--- src/rtl/mdio_reg_arbiter_if.sv ---
// Request-side and MAC-side register-access bundle for mdio_reg_arbiter.
// master = arbiter view; slave = requesters plus MAC view.
interface mdio_reg_arbiter_if #(
   parameter int NUM_REQ = 2
);
   logic [NUM_REQ-1:0]    req_vld;
   logic [NUM_REQ-1:0]    req_write;
   logic [5*NUM_REQ-1:0]  req_addr;
   logic [16*NUM_REQ-1:0] req_wval;
   logic [NUM_REQ-1:0]    req_ack;
   logic                  req_err;
   logic [15:0]           req_rval;

   logic                  reg_vld;
   logic                  reg_write;
   logic [4:0]            reg_addr;
   logic [15:0]           reg_wval;
   logic [15:0]           reg_rval;
   logic                  reg_ack;

   modport master (
      input  req_vld, req_write, req_addr, req_wval, reg_rval, reg_ack,
      output req_ack, req_err, req_rval, reg_vld, reg_write, reg_addr, reg_wval
   );

   modport slave (
      output req_vld, req_write, req_addr, req_wval, reg_rval, reg_ack,
      input  req_ack, req_err, req_rval, reg_vld, reg_write, reg_addr, reg_wval
   );
endinterface

--- src/rtl/mdio_reg_arbiter.sv ---
// Round-robin arbiter sharing the MAC PHY-register port between NUM_REQ requesters,
// with ack timeout. Define STATUS_POLL_EN for the periodic BMSR link-status poll.
module mdio_reg_arbiter #(
   parameter int NUM_REQ        = 2,
   parameter int TIMEOUT_CYCLES = 65535,
   parameter int POLL_CYCLES    = 2097152
) (
   input  logic               clk_mac,
   input  logic               rst,
   mdio_reg_arbiter_if.master bus,
   output logic               busy,
   output logic               link_up,
   output logic               an_done
);

   localparam int IDX_W = (NUM_REQ > 1) ? $clog2(NUM_REQ) : 1;
   localparam int IW1   = IDX_W + 1;
   localparam int CNT_W = $clog2(TIMEOUT_CYCLES);

   typedef enum logic [1:0] {IDLE, BUSY, ACK} state_t;

   state_t             state, state_d;
   logic [IDX_W-1:0]   rr, rr_d, gnt, gnt_d, pick;
   logic               found;
   logic               poll_own, poll_own_d, poll_go;
   logic [CNT_W-1:0]   cnt, cnt_d;
   logic               vld_q, vld_d, write_q, write_d;
   logic [4:0]         addr_q, addr_d;
   logic [15:0]        wval_q, wval_d, rval_q, rval_d;
   logic [NUM_REQ-1:0] ack_q, ack_d;
   logic               err_q, err_d, busy_d;

   assign bus.reg_vld   = vld_q;
   assign bus.reg_write = write_q;
   assign bus.reg_addr  = addr_q;
   assign bus.reg_wval  = wval_q;
   assign bus.req_ack   = ack_q;
   assign bus.req_err   = err_q;
   assign bus.req_rval  = rval_q;

   // First pending requester at or after rr, wrapping modulo NUM_REQ.
   always_comb begin
      logic [IW1-1:0] cand;
      found = 1'b0;
      pick  = '0;
      cand  = '0;
      for (int i = 0; i < NUM_REQ; i++) begin
         cand = {1'b0, rr} + IW1'(i);
         if (cand >= IW1'(NUM_REQ)) cand = cand - IW1'(NUM_REQ);
         if (!found && bus.req_vld[cand[IDX_W-1:0]]) begin
            found = 1'b1;
            pick  = cand[IDX_W-1:0];
         end
      end
   end

   always_comb begin
      // NOTE: every signal gets a default first so no path through the case infers a latch.
      state_d    = state;
      rr_d       = rr;
      gnt_d      = gnt;
      poll_own_d = poll_own;
      cnt_d      = cnt;
      vld_d      = vld_q;
      write_d    = write_q;
      addr_d     = addr_q;
      wval_d     = wval_q;
      rval_d     = rval_q;
      ack_d      = '0;
      err_d      = 1'b0;
      unique case (state)
         IDLE: begin
            if (found) begin
               gnt_d      = pick;
               poll_own_d = 1'b0;
               vld_d      = 1'b1;
               write_d    = bus.req_write[pick];
               addr_d     = bus.req_addr[5*pick +: 5];
               wval_d     = bus.req_wval[16*pick +: 16];
               cnt_d      = '0;
               state_d    = BUSY;
            end else if (poll_go) begin
               poll_own_d = 1'b1;
               vld_d      = 1'b1;
               write_d    = 1'b0;
               addr_d     = 5'd1;
               wval_d     = '0;
               cnt_d      = '0;
               state_d    = BUSY;
            end
         end
         BUSY: begin
            // An ack arriving on the timeout cycle still counts as success.
            if (bus.reg_ack || cnt == CNT_W'(TIMEOUT_CYCLES - 1)) begin
               vld_d   = 1'b0;
               state_d = ACK;
               if (!poll_own) begin
                  ack_d[gnt] = 1'b1;
                  err_d      = !bus.reg_ack;
                  rval_d     = bus.reg_ack ? bus.reg_rval : 16'hFFFF;
               end
            end else begin
               cnt_d = cnt + 1'b1;
            end
         end
         ACK: begin
            state_d = IDLE;
            if (!poll_own) rr_d = (gnt == IDX_W'(NUM_REQ - 1)) ? '0 : gnt + 1'b1;
         end
         default: state_d = IDLE;
      endcase
      busy_d = (state_d != IDLE);
   end

   always_ff @(posedge clk_mac) begin
      // NOTE: sequential state uses non-blocking assignments so all registers update together.
      if (rst) begin
         state    <= IDLE;
         rr       <= '0;
         gnt      <= '0;
         poll_own <= 1'b0;
         cnt      <= '0;
         vld_q    <= 1'b0;
         write_q  <= 1'b0;
         addr_q   <= '0;
         wval_q   <= '0;
         rval_q   <= '0;
         ack_q    <= '0;
         err_q    <= 1'b0;
         busy     <= 1'b0;
      end else begin
         state    <= state_d;
         rr       <= rr_d;
         gnt      <= gnt_d;
         poll_own <= poll_own_d;
         cnt      <= cnt_d;
         vld_q    <= vld_d;
         write_q  <= write_d;
         addr_q   <= addr_d;
         wval_q   <= wval_d;
         rval_q   <= rval_d;
         ack_q    <= ack_d;
         err_q    <= err_d;
         busy     <= busy_d;
      end
   end

`ifdef STATUS_POLL_EN
   localparam int PCNT_W = $clog2(POLL_CYCLES);

   logic [PCNT_W-1:0] poll_cnt;
   logic              poll_pend, poll_wrap, poll_issue, link_q, an_q;

   assign poll_wrap  = (poll_cnt == PCNT_W'(POLL_CYCLES - 1));
   assign poll_go    = poll_pend && (bus.req_vld == '0);
   assign poll_issue = (state == IDLE) && !found && poll_go;

   // A wrap while a poll is already pending collapses into that one poll.
   always_ff @(posedge clk_mac) begin
      if (rst) begin
         poll_cnt  <= '0;
         poll_pend <= 1'b0;
         link_q    <= 1'b0;
         an_q      <= 1'b0;
      end else begin
         poll_cnt <= poll_wrap ? '0 : poll_cnt + 1'b1;
         if (poll_issue)     poll_pend <= 1'b0;
         else if (poll_wrap) poll_pend <= 1'b1;
         if (state == BUSY && poll_own && bus.reg_ack) begin
            link_q <= bus.reg_rval[2];
            an_q   <= bus.reg_rval[5];
         end
      end
   end

   assign link_up = link_q;
   assign an_done = an_q;
`else
   assign poll_go = 1'b0;
   assign link_up = 1'b0;
   assign an_done = 1'b0;
`endif

endmodule

--- src/flat_wrapper.sv ---
// flat-port wrapper written by rule: the top's interface ports become plain ports
module mdio_reg_arbiter_flat 
#(
   parameter int NUM_REQ        = 2,
   parameter int TIMEOUT_CYCLES = 65535,
   parameter int POLL_CYCLES    = 2097152
)
  (clk_mac, rst, busy, link_up, an_done, bus_req_vld, bus_req_write, bus_req_addr, bus_req_wval, bus_reg_rval, bus_reg_ack, bus_req_ack, bus_req_err, bus_req_rval, bus_reg_vld, bus_reg_write, bus_reg_addr, bus_reg_wval);
  mdio_reg_arbiter_if #(.NUM_REQ(NUM_REQ)) bus_i ();
  input  logic clk_mac;
  input  logic rst;
  output logic busy;
  output logic link_up;
  output logic an_done;
  input wire logic [$bits(bus_i.req_vld)-1:0] bus_req_vld;
  input wire logic [$bits(bus_i.req_write)-1:0] bus_req_write;
  input wire logic [$bits(bus_i.req_addr)-1:0] bus_req_addr;
  input wire logic [$bits(bus_i.req_wval)-1:0] bus_req_wval;
  input wire logic [$bits(bus_i.reg_rval)-1:0] bus_reg_rval;
  input wire logic [$bits(bus_i.reg_ack)-1:0] bus_reg_ack;
  output wire logic [$bits(bus_i.req_ack)-1:0] bus_req_ack;
  output wire logic [$bits(bus_i.req_err)-1:0] bus_req_err;
  output wire logic [$bits(bus_i.req_rval)-1:0] bus_req_rval;
  output wire logic [$bits(bus_i.reg_vld)-1:0] bus_reg_vld;
  output wire logic [$bits(bus_i.reg_write)-1:0] bus_reg_write;
  output wire logic [$bits(bus_i.reg_addr)-1:0] bus_reg_addr;
  output wire logic [$bits(bus_i.reg_wval)-1:0] bus_reg_wval;
  assign bus_i.req_vld = bus_req_vld;
  assign bus_i.req_write = bus_req_write;
  assign bus_i.req_addr = bus_req_addr;
  assign bus_i.req_wval = bus_req_wval;
  assign bus_i.reg_rval = bus_reg_rval;
  assign bus_i.reg_ack = bus_reg_ack;
  assign bus_req_ack = bus_i.req_ack;
  assign bus_req_err = bus_i.req_err;
  assign bus_req_rval = bus_i.req_rval;
  assign bus_reg_vld = bus_i.reg_vld;
  assign bus_reg_write = bus_i.reg_write;
  assign bus_reg_addr = bus_i.reg_addr;
  assign bus_reg_wval = bus_i.reg_wval;
  mdio_reg_arbiter #(.NUM_REQ(NUM_REQ), .TIMEOUT_CYCLES(TIMEOUT_CYCLES), .POLL_CYCLES(POLL_CYCLES)) u_core (.clk_mac(clk_mac), .rst(rst), .bus(bus_i), .busy(busy), .link_up(link_up), .an_done(an_done));
endmodule
--- config.mk ---
export PLATFORM = sky130hd
export DESIGN_NAME = mdio_reg_arbiter_flat
export DESIGN_NICKNAME = d
export VERILOG_FILES = /design/src/rtl/mdio_reg_arbiter_if.sv /design/src/rtl/mdio_reg_arbiter.sv /design/src/flat_wrapper.sv
export SDC_FILE = /design/constraint.sdc
export NUM_CORES = 1
export LEC_CHECK = 0
export CORE_UTILIZATION = 39
export DETAILED_ROUTE_END_ITERATION = 6
export GPL_TIMING_DRIVEN = 0
export PLACE_DENSITY = 0.82
export SYNTH_ARGS = -nofsm -noshare
export SYNTH_HDL_FRONTEND = slang
export SYNTH_SLANG_ARGS = --single-unit
--- constraint.sdc ---
create_clock -name clk_mac -period 1.7 [get_ports clk_mac]
set_clock_uncertainty 0.05 [all_clocks]
set_input_delay 0.51 -clock clk_mac [delete_from_list [all_inputs] [get_ports clk_mac]]
set_output_delay 0.51 -clock clk_mac [all_outputs]
set_load 0.05 [all_outputs]
Yosys cells after proc, flatten, opt, wreduce, memory -nomap -nowiden
Index checks and enable logic that the tools add are counted.
{"block": "op_classes", "add_sub_neg": 5, "multipliers": 1, "div": 0, "magnitude_cmp": 7, "eq_ne": 6, "shifts": 2, "mux": 25, "n_bitwise": 2, "reduce_logical": 13}
{"cell": "$mux 16", "n": 3}
{"cell": "$pmux 16 s2", "n": 1}
{"cell": "$shiftx 32x6->16", "n": 1}
{"cell": "$add 16x1->16 const B", "n": 1}
{"cell": "$eq 16x16->1 const B", "n": 1}
{"cell": "$mux 1", "n": 16}
{"cell": "$shiftx 10x5->5", "n": 1}
{"cell": "$lt 1x2->1 const B", "n": 4}
{"cell": "$reduce_and 3->1", "n": 2}
{"cell": "$mul 3x1->4 const A", "n": 1}
{"cell": "$mux 2", "n": 2}
{"cell": "$ne 2x1->1 const B", "n": 2}
{"cell": "$pmux 2 s2", "n": 1}
{"cell": "$reduce_and 2->1", "n": 2}
{"cell": "$reduce_bool 2->1", "n": 2}
{"cell": "$reduce_or 3->1", "n": 1}
{"cell": "$add 1x1->2 const B", "n": 1}
{"cell": "$eq 2x1->1 const B", "n": 1}
{"cell": "$eq 2x2->1 const B", "n": 1}
{"cell": "$ge 1x2->1 const B", "n": 1}
{"cell": "$ge 2x2->1 const B", "n": 1}
{"cell": "$logic_and 1x1->1", "n": 2}
{"cell": "$logic_not 1->1", "n": 2}
{"cell": "$logic_not 2->1", "n": 1}
{"cell": "other kinds (8)", "n": 10}
{"block": "totals", "regBits": 63, "latchBits": 0, "ramBits": 0, "rom_bits": 0, "output_inout_bits": 45, "elab_cells": 73, "mem_count": 0}

Logic depth before layout (Yosys ltp)
Gate-level depths: netlist (run 1).
{"block": "logic_depth", "word_depth": 11, "ltp_mapped": 8, "mapped_depth_nobuf": 7}

Worst setup path after synthesis (run 1)
OpenSTA, ideal clock, no wires.
{"block": "synth_timing", "path_kind": "input-to-reg", "from": "input rst", "to": "register u_core.cnt[14]", "setup_time_ns": 0.072, "t_arrival_ns": 1.671, "required_time_ns": 1.578, "setup_slack_ns": -0.093, "cell_stages": 6, "n_path_buf": 2, "cell_sequence": "clkbuf_1 -> nand2b_1 -> clkbuf_1 -> nor3_1 -> nand3_1 -> mux2i_1"}
{"item": "from (decl)", "line_no": "flat_wrapper.sv:11", "text": "input logic rst;"}
{"item": "to (signal assigned)", "line_no": "mdio_reg_arbiter.sv:136", "text": "cnt <= cnt_d;"}
{"item": "to (decl)", "line_no": "mdio_reg_arbiter.sv:26", "text": "logic [CNT_W-1:0] cnt, cnt_d;"}

Worst setup path after layout (run 1)
{"block": "layout_timing", "from": "register u_core.cnt[11]", "to": "register u_core.cnt[12]"}
{"block": "layout_via", "elab_chain_cells": 4, "word_cells_on_any_way": 7}
{"item": "parallel branches: the longest is 4 deep, another holds $add 16x1->16"}
Several ways; the timed one is not identified. The select of a mux whose other input is x is not followed.
A chain may end at the register's enable or synchronous reset.

==> flow_metrics.tcl, run 1 <==
set metrics [dict create \
    swShare_pct 30.5 \
    hold_class "flip-flop to flip-flop" \
    use_met3_pct 7.20 \
    dieArea_um2 7280 \
    yosysWarnings 0 \
    gp_congestion 0.846 \
    grt.overflow.total 0 \
    cts.root.buffer_cell "clkbuf_8" \
    power.share.clock_pct 37.9 \
    layout_common_cells "clkdlybuf4s50_1 (60), nor2_1 (49), dfxtp_1 (47)" \
    cp-end-kind "flip-flop" \
    setup_viol 35 \
    slew_violations 0 \
    grt_max_degree 12 \
    grt_pass1_wl_mm 14.6 \
    fp.coreArea_um2 6530 \
    numPortBuffers 106 \
    fin_crit_ns 1.90 \
    ys_seq_area_share_pct 46.6 \
    final_common_cell "clkdlybuf4s50_1" \
    ff2ff_path_depth 6 \
    hold_viol 0 \
    drc 0 \
    drt-vias-per-instance 5.51 \
    hold_depth 1 \
    fin_crit_sh_pct 112 \
    synthAdderAreaFrac_pct 0.925 \
    drive_above_1_share_pct 32.2 \
    final_cells 534 \
    synth_xor_xnor_area_share_pct 0.971 \
    timing.rr.start "u_core.cnt[11]" \
    fin_area_um2 4640 \
    slew_headroom_pct 60.1 \
    cts_tree "built" \
    violations "setup timing" \
    postCtsHoldBufs 0 \
    dpl.cell_count 497 \
    final.setup.worst_slack_ns -0.203 \
    syn_inst 313 \
    async_flop_share_pct 0 \
    cts_max_path_buffers 2 \
    synth_compound_area_share_pct 15.8 \
    start_util_pct 41.4 \
    grt_pass1_vias 2927 \
    worstPathArrival_ns 2.12 \
    max_freq_ghz 0.526 \
    vias 2940 \
    postSynth.topFlopCell "dfxtp_1" \
    first_iter_violations 285 \
    p_comb_share_pct 25.3 \
    yosys.area_share.simple_pct 21.6 \
    insertion_delay_ns 0.35 \
    critical_path_peak_fanout 5 \
    syn_avg_cell_area_um2 8.65 \
    fillCellCount 477 \
    p_leak_nw 1.83 \
    track_usage_pct 25.9 \
    postRouteAntennaNets 0 \
    cts.clk_slew.worst_paths_ns 0.07 \
    io_pins 110 \
    rsz0062_at_grt "yes" \
    h-tree-depth 3 \
    drv_cap 0 \
    placed_area_um2 3900 \
    worstSetupStartpoint "u_core.cnt[11]" \
    p_switching_mw 1.35 \
    worst-setup-path-type "flip-flop to flip-flop" \
    cp-start-kind "flip-flop" \
    dp_hpwl_mm 5.63 \
    routed_wl_mm 9.18 \
    numCtsBuffers 9 \
    synth.mux.area_fraction_pct 9.29 \
    use_met1_pct 31.3 \
    required_ns 1.92 \
    rows 29 \
    gr-max-usage-layer "met2" \
    cellPowerDensity_nw_per_um2 951 \
    cts.sinks 63 \
    worstMarginPinSlew_ns 0.599 \
    antenna_found_initial 0 \
    power_frac_seq_pct 36.8 \
    die_y_um 85.3 \
    antennaDiodeCount 0 \
    grtUsageMet2_pct 44.1 \
    internal_power_mw 3.07 \
    avgRoutedWirePerCell_um 17.2 \
    ir_drop_mv 0.661 \
    area_growth_syn_to_layout_pct 71.4 \
    status "finished with violations" \
    ys_types 38 \
    min-delay-start "u_core.cnt[8]" \
    synth_edf_count 0 \
    drtPass1Iterations 5 \
    ys_seq_elements 63 \
    synth_top_family_by_area "simple AND/OR/NAND/NOR gates" \
    dieWidth_um 85.3 \
    nets 519 \
    synthesis.area_um2 2710 \
]
repair_timing:
item	4_1_cts	5_1_grt
endpoints found under the setup margin	104	39
setup buffers	19	2
pin swaps	10	5
resized for setup	204	19
gates cloned	1	0
state kept, by name (all words and copies together) (netlist names), 2 cells and up:
signal,cells
u_core.state,2
u_core.bus.req_rval,16
u_core.bus.req_ack,2
u_core.bus.reg_addr,5
u_core.cnt,16
u_core.bus.reg_wval,16
routing by layer:
metal | wire length [µm] | share of wire, % | vias to the layer above
met1 | 3730 | 41 | 1378
met2 | 4700 | 51 | 138
li1 | - | - | 1396
met3 | 519 | 5.7 | 28
met4 | 232 | 2.5 | 0
met5 | 0 | 0 | -
synthesized netlist by cell type (2+ instances only):
master    count  area (µm²)
nand2b_1      2        12.5
dfxtp_1      63        1260
mux2i_1      24         240
nor3_1       28         140
ha_1          2        25.0
o21ai_0      11        55.1
nor4_1        3        18.8
o31ai_1       2        15.0
o21ai_1       2        10.0
buf_2         5        25.0
nand3_1       9        45.0
a31oi_1       3        18.8
clkbuf_1     15        56.3
nand4_1       3        18.8
buf_4         3        22.5
or3_1         3        18.8
nand2_1      12        45.0
a21oi_1      22         110
a211oi_1     24         180
inv_1         6        22.5
nor2_1       51         191
nor2b_1       2        12.5
xnor2_1       3        26.3
worst max-delay path, cell delays in order, from the launching register on:
cell      delay (ns)
dfxtp_2         0.37
nand4_1         0.14
or4_4           0.58
a211oi_4        0.32
buf_6           0.19
a21oi_2         0.04
mux2i_1         0.13
final cells by class:
| cell class | instances | area [µm²] | share of cell area [%] |
|---|---|---|---|
| Clock inverter | 5 | 104 | 2.24 |
| Timing Repair Buffer | 128 | 1290 | 27.9 |
| Buffer | 22 | 166 | 3.59 |
| Clock buffer | 11 | 151 | 3.26 |
| Inverter | 6 | 22.5 | 0.485 |
| Multi-Input combinational cell | 222 | 1510 | 32.5 |
| Tap cell | 77 | 96.3 | 2.08 |
| Sequential cell | 63 | 1300 | 28.0 |
cells by family after synthesis:
logic type,after synthesis
compound gates,68
flops,63
mux,25
xor+xnor,3
simple gates,122
buf+inv,29
other cells,1
fa+ha+maj,2
metrics by stage:
| stage | setup slack, ns | total power [mW] | hold WS (ns) | util (%) | setup TNS (ns) |
|---|---|---|---|---|---|
| floorplan | -0.0285 | 2.28 | 0.375 | - | -0.0968 |
| global placement | -0.728 | 2.68 | 0.397 | 59.8 | -30.31 |
| detailed placement | -0.754 | 2.70 | 0.403 | 59.8 | -32.19 |
| CTS | -0.108 | 4.38 | 0.413 | 69.8 | -1.32 |
| global route | -0.263 | 4.57 | 0.425 | 71.0 | -5.65 |
| finish | -0.203 | 4.41 | 0.418 | 71.0 | -3.64 |
power by group through the flow:
| stage | logic, mW | registers (mW) | clock network, mW |
|---|---|---|---|
| global placement | 1.02 | 1.66 | 0 |
| floorplan | 0.298 | 1.98 | 0 |
| detailed placement | 1.03 | 1.66 | 0 |
| global route | 1.18 | 1.64 | 1.76 |
| finish | 1.12 | 1.62 | 1.67 |
| CTS | 1.09 | 1.62 | 1.67 |
path summary, 6_finish.rpt:
check | to | slack [ns]
worst max-delay path | u_core.cnt[12] | -0.20
worst min-delay path | u_core.cnt[8] | 0.42
worst max register to register | u_core.cnt[12] | -0.20
worst min register to register | u_core.cnt[8] | 0.42
Note: power is estimated with default switching activity, not from simulation.
==> run 2: changes to the inputs <==
Settings changed: CORE_UTILIZATION 39 to 45, PLACE_DENSITY 0.82 to 0.89.
Clock period 1.7 ns to 2.2 ns, I/O delays scaled along.
==> run 2 against run 1 <==
Effect of this change: the run now ends clean; worst setup slack improved by 0.24 ns; cell area fell by 11%; power fell by 30%; non-clock buffer count fell by 21; sequential share of layout area rose by 2.5 points; clock power fell by 37%; die area fell by 13%; combinational power fell by 31%; final cell count fell by 4.9%; critical endpoint is now busy; highest routed layer unchanged.
==> flow_metrics.tcl, run 2 (synthesis gave the netlist of run 1 again) <==
set metrics [dict create \
    vias 2834 \
    routed_wl_mm 8.05 \
    postCtsHoldBufs 0 \
    critical_path_peak_fanout 1 \
    drc 0 \
    dieArea_um2 6330 \
    cts.clk_slew.worst_paths_ns 0.07 \
    die_y_um 79.6 \
    internal_power_mw 2.12 \
    slowest_delay_ns 0.80 \
    nets 498 \
    p_comb_share_pct 25.0 \
    cp-start-kind "flip-flop" \
    p_leak_nw 1.96 \
    rows 27 \
    power_frac_seq_pct 40.7 \
    fp.coreArea_um2 5640 \
    antenna_found_initial 0 \
    power.share.clock_pct 34.2 \
    fin_crit_ns 2.16 \
    drive_above_1_share_pct 8.49 \
    worst-path-buf-inv 1 \
    use_met1_pct 29.2 \
    dp_hpwl_mm 5.68 \
    fin_crit_sh_pct 98.3 \
    use_met3_pct 9.03 \
    gp_congestion 0.890 \
    hold_viol 0 \
    crit_slowest_cell "clkdlybuf4s50_1" \
    dpl.cell_count 492 \
    fillCellCount 417 \
    required_ns 1.49 \
    status "completed" \
    max_freq_ghz 0.462 \
    grt_pass1_wl_mm 12.8 \
    cts_tree "built" \
    slew_violations 0 \
    grt.overflow.total 0 \
    track_usage_pct 26.3 \
    cts.sinks 63 \
    h-tree-depth 3 \
    final_cells 508 \
    rsz0062_at_grt "yes" \
    slew_headroom_pct 64.2 \
    worstPathArrival_ns 1.45 \
    layout_common_cells "clkdlybuf4s50_1 (64), dfxtp_1 (63), nor2_1 (51)" \
    drt-vias-per-instance 5.58 \
    area_growth_syn_to_layout_pct 52.8 \
    cts_max_path_buffers 2 \
    tns_ns 0 \
    worstMarginPinSlew_ns 0.537 \
    gr-max-usage-layer "met2" \
    hold_class "flip-flop to flip-flop" \
    insertion_delay_ns 0.34 \
    cts.root.buffer_cell "clkbuf_8" \
    grtUsageMet2_pct 45.9 \
    final_common_cell "clkdlybuf4s50_1" \
    swShare_pct 31.4 \
    first_iter_violations 192 \
    cp-end-kind "primary output" \
    antennaDiodeCount 0 \
    worst-setup-path-type "flip-flop to primary output" \
    numCtsBuffers 9 \
    path_cells "clkdlybuf4s50_1" \
    setup_viol 0 \
    postRouteAntennaNets 0 \
    drtPass1Iterations 5 \
    cp_top_family "buffers and inverters" \
    numPortBuffers 106 \
    cellPowerDensity_nw_per_um2 749 \
    drv_cap 0 \
    avgRoutedWirePerCell_um 15.8 \
    p_switching_mw 0.973 \
    grt_pass1_vias 2810 \
    grt_max_degree 11 \
    io_pins 110 \
    ir_drop_mv 0.418 \
    post-cts-setup-buffers 0 \
    start_util_pct 48.0 \
    dieWidth_um 79.6 \
]
run 2: final timing paths:
path / cells after the start / start / slack, ns / endpoint
max: 1 / u_core.busy / 0.04 / busy
min: 1 / u_core.gnt / 0.41 / u_core.bus.req_ack[0]
max reg2reg: 6 / u_core.cnt[3] / 0.12 / u_core.cnt[10]
min reg2reg: 1 / u_core.gnt / 0.41 / u_core.bus.req_ack[0]
run 2: through the flow:
step | util, % | hold slack (ns) | setup slack [ns] | area [µm²] | power (mW)
2_1_floorplan | - | 0.375 | 0.257 | 2710 | 1.76
3_3_place_gp | 68.4 | 0.397 | -0.534 | 3860 | 2.06
3_5_place_dp | 68.4 | 0.397 | -0.628 | 3860 | 2.08
4_1_cts | 72.1 | 0.407 | 0.000542 | 4070 | 3.10
5_1_grt | 73.3 | 0.436 | -0.0548 | 4140 | 3.21
6_report | 73.3 | 0.409 | 0.0375 | 4140 | 3.10
run 2: metal layers:
metal | up-vias | part of all wire [%]
li1 | 1352 | -
met1 | 1344 | 38
met5 | - | 0
met4 | 0 | 2.1
met3 | 18 | 7.7
met2 | 120 | 52
run 2: worst reg2reg max path, cell delays in order (launching register included):
cell and delay (ns):
dfxtp_1 0.46, nand4_2 0.22, or4_4 0.56, a211oi_2 0.28
buf_4 0.22, o21ai_0 0.11, o31ai_1 0.08
run 2: power by group through the flow:
stage	logic [mW]	registers [mW]	clock network [mW]
final	0.775	1.26	1.06
after global routing	0.822	1.27	1.11
after CTS	0.776	1.26	1.06
after detailed placement	0.795	1.28	0
after global placement	0.777	1.28	0
after floorplan	0.226	1.53	0
run 2: final cells by class:
type                    count  area (µm²)  share of cell area (%)
plain buffers              23         113                    2.72
clock buffers              14         173                    4.17
clock inverters             2        37.5                   0.907
inverters                   6        22.5                   0.544
multi-input cells         222        1360                    32.9
flip-flops and latches     63        1260                    30.5
well taps                  72        90.1                    2.18
repair buffers            106        1080                    26.1
run 2: timing repair:
item,CTS,global route
gates resized for setup,30,24
cloned,0,0
endpoints found under the setup margin,53,33
==> run 3: changes to the inputs <==
Settings changed: CTS_CLUSTER_SIZE from default to 25, GPL_TIMING_DRIVEN 0 to 1.
==> run 3 against run 2 <==
Effect of this change: worst hold slack better by 0.024 ns; clock power down 6%; core utilization increased by 0.44 points.
==> flow_metrics.tcl, run 3 (synthesis gave the netlist of run 1 again) <==
set metrics [dict create \
    fp.coreArea_um2 5640 \
    p_comb_share_pct 26.3 \
    cts.sinks 63 \
    grt.overflow.total 0 \
    area_growth_syn_to_layout_pct 53.8 \
    insertion_delay_ns 0.34 \
    setup_viol 0 \
    drv_cap 0 \
    die_y_um 79.6 \
    ir_drop_mv 0.424 \
    drc 0 \
    gp_congestion 0.925 \
    antenna_found_initial 0 \
    cts_max_path_buffers 2 \
    cts.clk_slew.worst_paths_ns 0.06 \
    worstPathArrival_ns 2.27 \
    drtPass1Iterations 7 \
    use_met3_pct 5.83 \
    post-cts-setup-buffers 0 \
    routed_wl_mm 7.57 \
    cellPowerDensity_nw_per_um2 735 \
    avgRoutedWirePerCell_um 14.8 \
    rows 27 \
    max_freq_ghz 0.472 \
    timing.rr.end "u_core.bus.req_rval[11]" \
    power.share.clock_pct 32.5 \
    h-tree-depth 3 \
    worstSetupStartpoint "bus_req_vld[1]" \
    ff2ff_path_depth 6 \
    start_util_pct 48.0 \
    numPortBuffers 107 \
    first_iter_violations 217 \
    worst-path-buf-inv 2 \
    critical_path_cell_count 7 \
    timing.rr.start "u_core.cnt[9]" \
    critical_path_peak_fanout 4 \
    hold_class "flip-flop to flip-flop" \
    p_switching_mw 0.969 \
    power_frac_seq_pct 41.2 \
    slowest_delay_ns 0.52 \
    dp_hpwl_mm 5.40 \
    cts_tree "built" \
    dieArea_um2 6330 \
    cp-start-kind "input pin" \
    fin_crit_sh_pct 96.3 \
    track_usage_pct 23.8 \
    worstMarginPinSlew_ns 0.527 \
    cp_common_cell "nor3_1" \
    pre_cts_ws_ns -0.212 \
    hold_viol 0 \
    p_leak_nw 1.90 \
    numCtsBuffers 9 \
    cp-end-kind "flip-flop" \
    dieWidth_um 79.6 \
    rsz0062_at_grt "no" \
    min-delay-start "u_core.cnt[15]" \
    crit_end "u_core.cnt[3]" \
    nets 501 \
    dpl.cell_count 495 \
    grt_pass1_wl_mm 11.6 \
    grt_pass1_vias 2555 \
    use_met1_pct 28.0 \
    internal_power_mw 2.09 \
    final.setup.worst_slack_ns 0.0821 \
    antennaDiodeCount 0 \
    final_cells 511 \
    layout_common_cells "clkdlybuf4s50_1 (63), dfxtp_1 (63), nor2_1 (51)" \
    drt-vias-per-instance 5.39 \
    status "completed" \
    ff2ff_setup_slack_ns 0.21 \
    required_ns 2.35 \
    fin_crit_ns 2.12 \
    cp_top_family "simple AND/OR/NAND/NOR gates" \
    drive_above_1_share_pct 15.0 \
    postRouteAntennaNets 0 \
    gr-max-usage-layer "met2" \
    swShare_pct 31.7 \
    crit_slowest_cell "clkdlybuf4s50_1" \
    path_cells "clkdlybuf4s50_1, nor3_1, nor3_1, buf_4, nor4bb_1, xnor2_1, nor3_1" \
    grtUsageMet2_pct 40.6 \
    worst-setup-path-type "input pin to flip-flop" \
    cts.root.buffer_cell "clkbuf_8" \
    slew_headroom_pct 64.9 \
    grt_max_degree 52 \
    postCtsHoldBufs 0 \
    fillCellCount 392 \
    slew_violations 0 \
    io_pins 110 \
    vias 2753 \
]
## run 3: power by group through the flow
| stage | Combinational [mW] | Clock [mW] | Sequential [mW] |
|---|---|---|---|
| finish | 0.804 | 0.993 | 1.26 |
| global route | 0.853 | 1.06 | 1.27 |
| CTS | 0.806 | 1.01 | 1.26 |
| detailed placement | 0.816 | 0 | 1.29 |
| global placement | 0.801 | 0 | 1.28 |
| floorplan | 0.226 | 0 | 1.53 |
## run 3: final cells by class
class	instances	area (µm²)	share of cell area [%]
multi-input combinational	222	1330	32.0
clock buffer	10	138	3.31
tap	72	90.1	2.16
inverter	6	22.5	0.541
timing repair buffer	132	1260	30.2
sequential	63	1260	30.3
clock inverter	6	60.1	1.44
## run 3: metal layers
| layer | share of wire [%] | wire (µm) | vias up |
|---|---|---|---|
| met5 | 0 | 0 | - |
| met3 | 5.6 | 427 | 17 |
| met4 | 1.9 | 144 | 0 |
| li1 | - | - | 1360 |
| met1 | 41 | 3090 | 1288 |
| met2 | 52 | 3910 | 88 |
## run 3: worst min-delay path by stage
stage	depth (start not counted)	to	slack [ns]
after global routing	2	u_core.cnt[15]	0.44
after floorplan	1	u_core.bus.req_ack[0]	0.38
after global placement	1	u_core.bus.req_ack[0]	0.40
final	2	u_core.cnt[15]	0.43
after detailed placement	2	u_core.cnt[15]	0.42
after CTS	2	u_core.cnt[15]	0.43
## run 3: repair_timing
action	4_1_cts	5_1_grt
endpoints found under the setup margin	16	11
endpoints found under the hold margin	0	0
gates resized for setup	16	11
## run 3: tightest hold or removal path, stage by stage, from the launching register on
cell,delay [ns]
dfxtp_1,0.32
inv_1,0.05
o21ai_1,0.06
## run 3: per-stage QoR
| stage | setup TNS (ns) | utilization (%) | power [mW] | area (µm²) | hold slack [ns] |
|---|---|---|---|---|---|
| final | 0 | 73.8 | 3.06 | 4160 | 0.433 |
| after global placement | -0.900 | 70.1 | 2.08 | 3960 | 0.396 |
| after CTS | 0 | 73.3 | 3.08 | 4130 | 0.430 |
| after floorplan | 0 | - | 1.76 | 2710 | 0.375 |
| after global routing | 0 | 73.8 | 3.18 | 4160 | 0.444 |
| after detailed placement | -2.16 | 70.1 | 2.10 | 3960 | 0.420 |
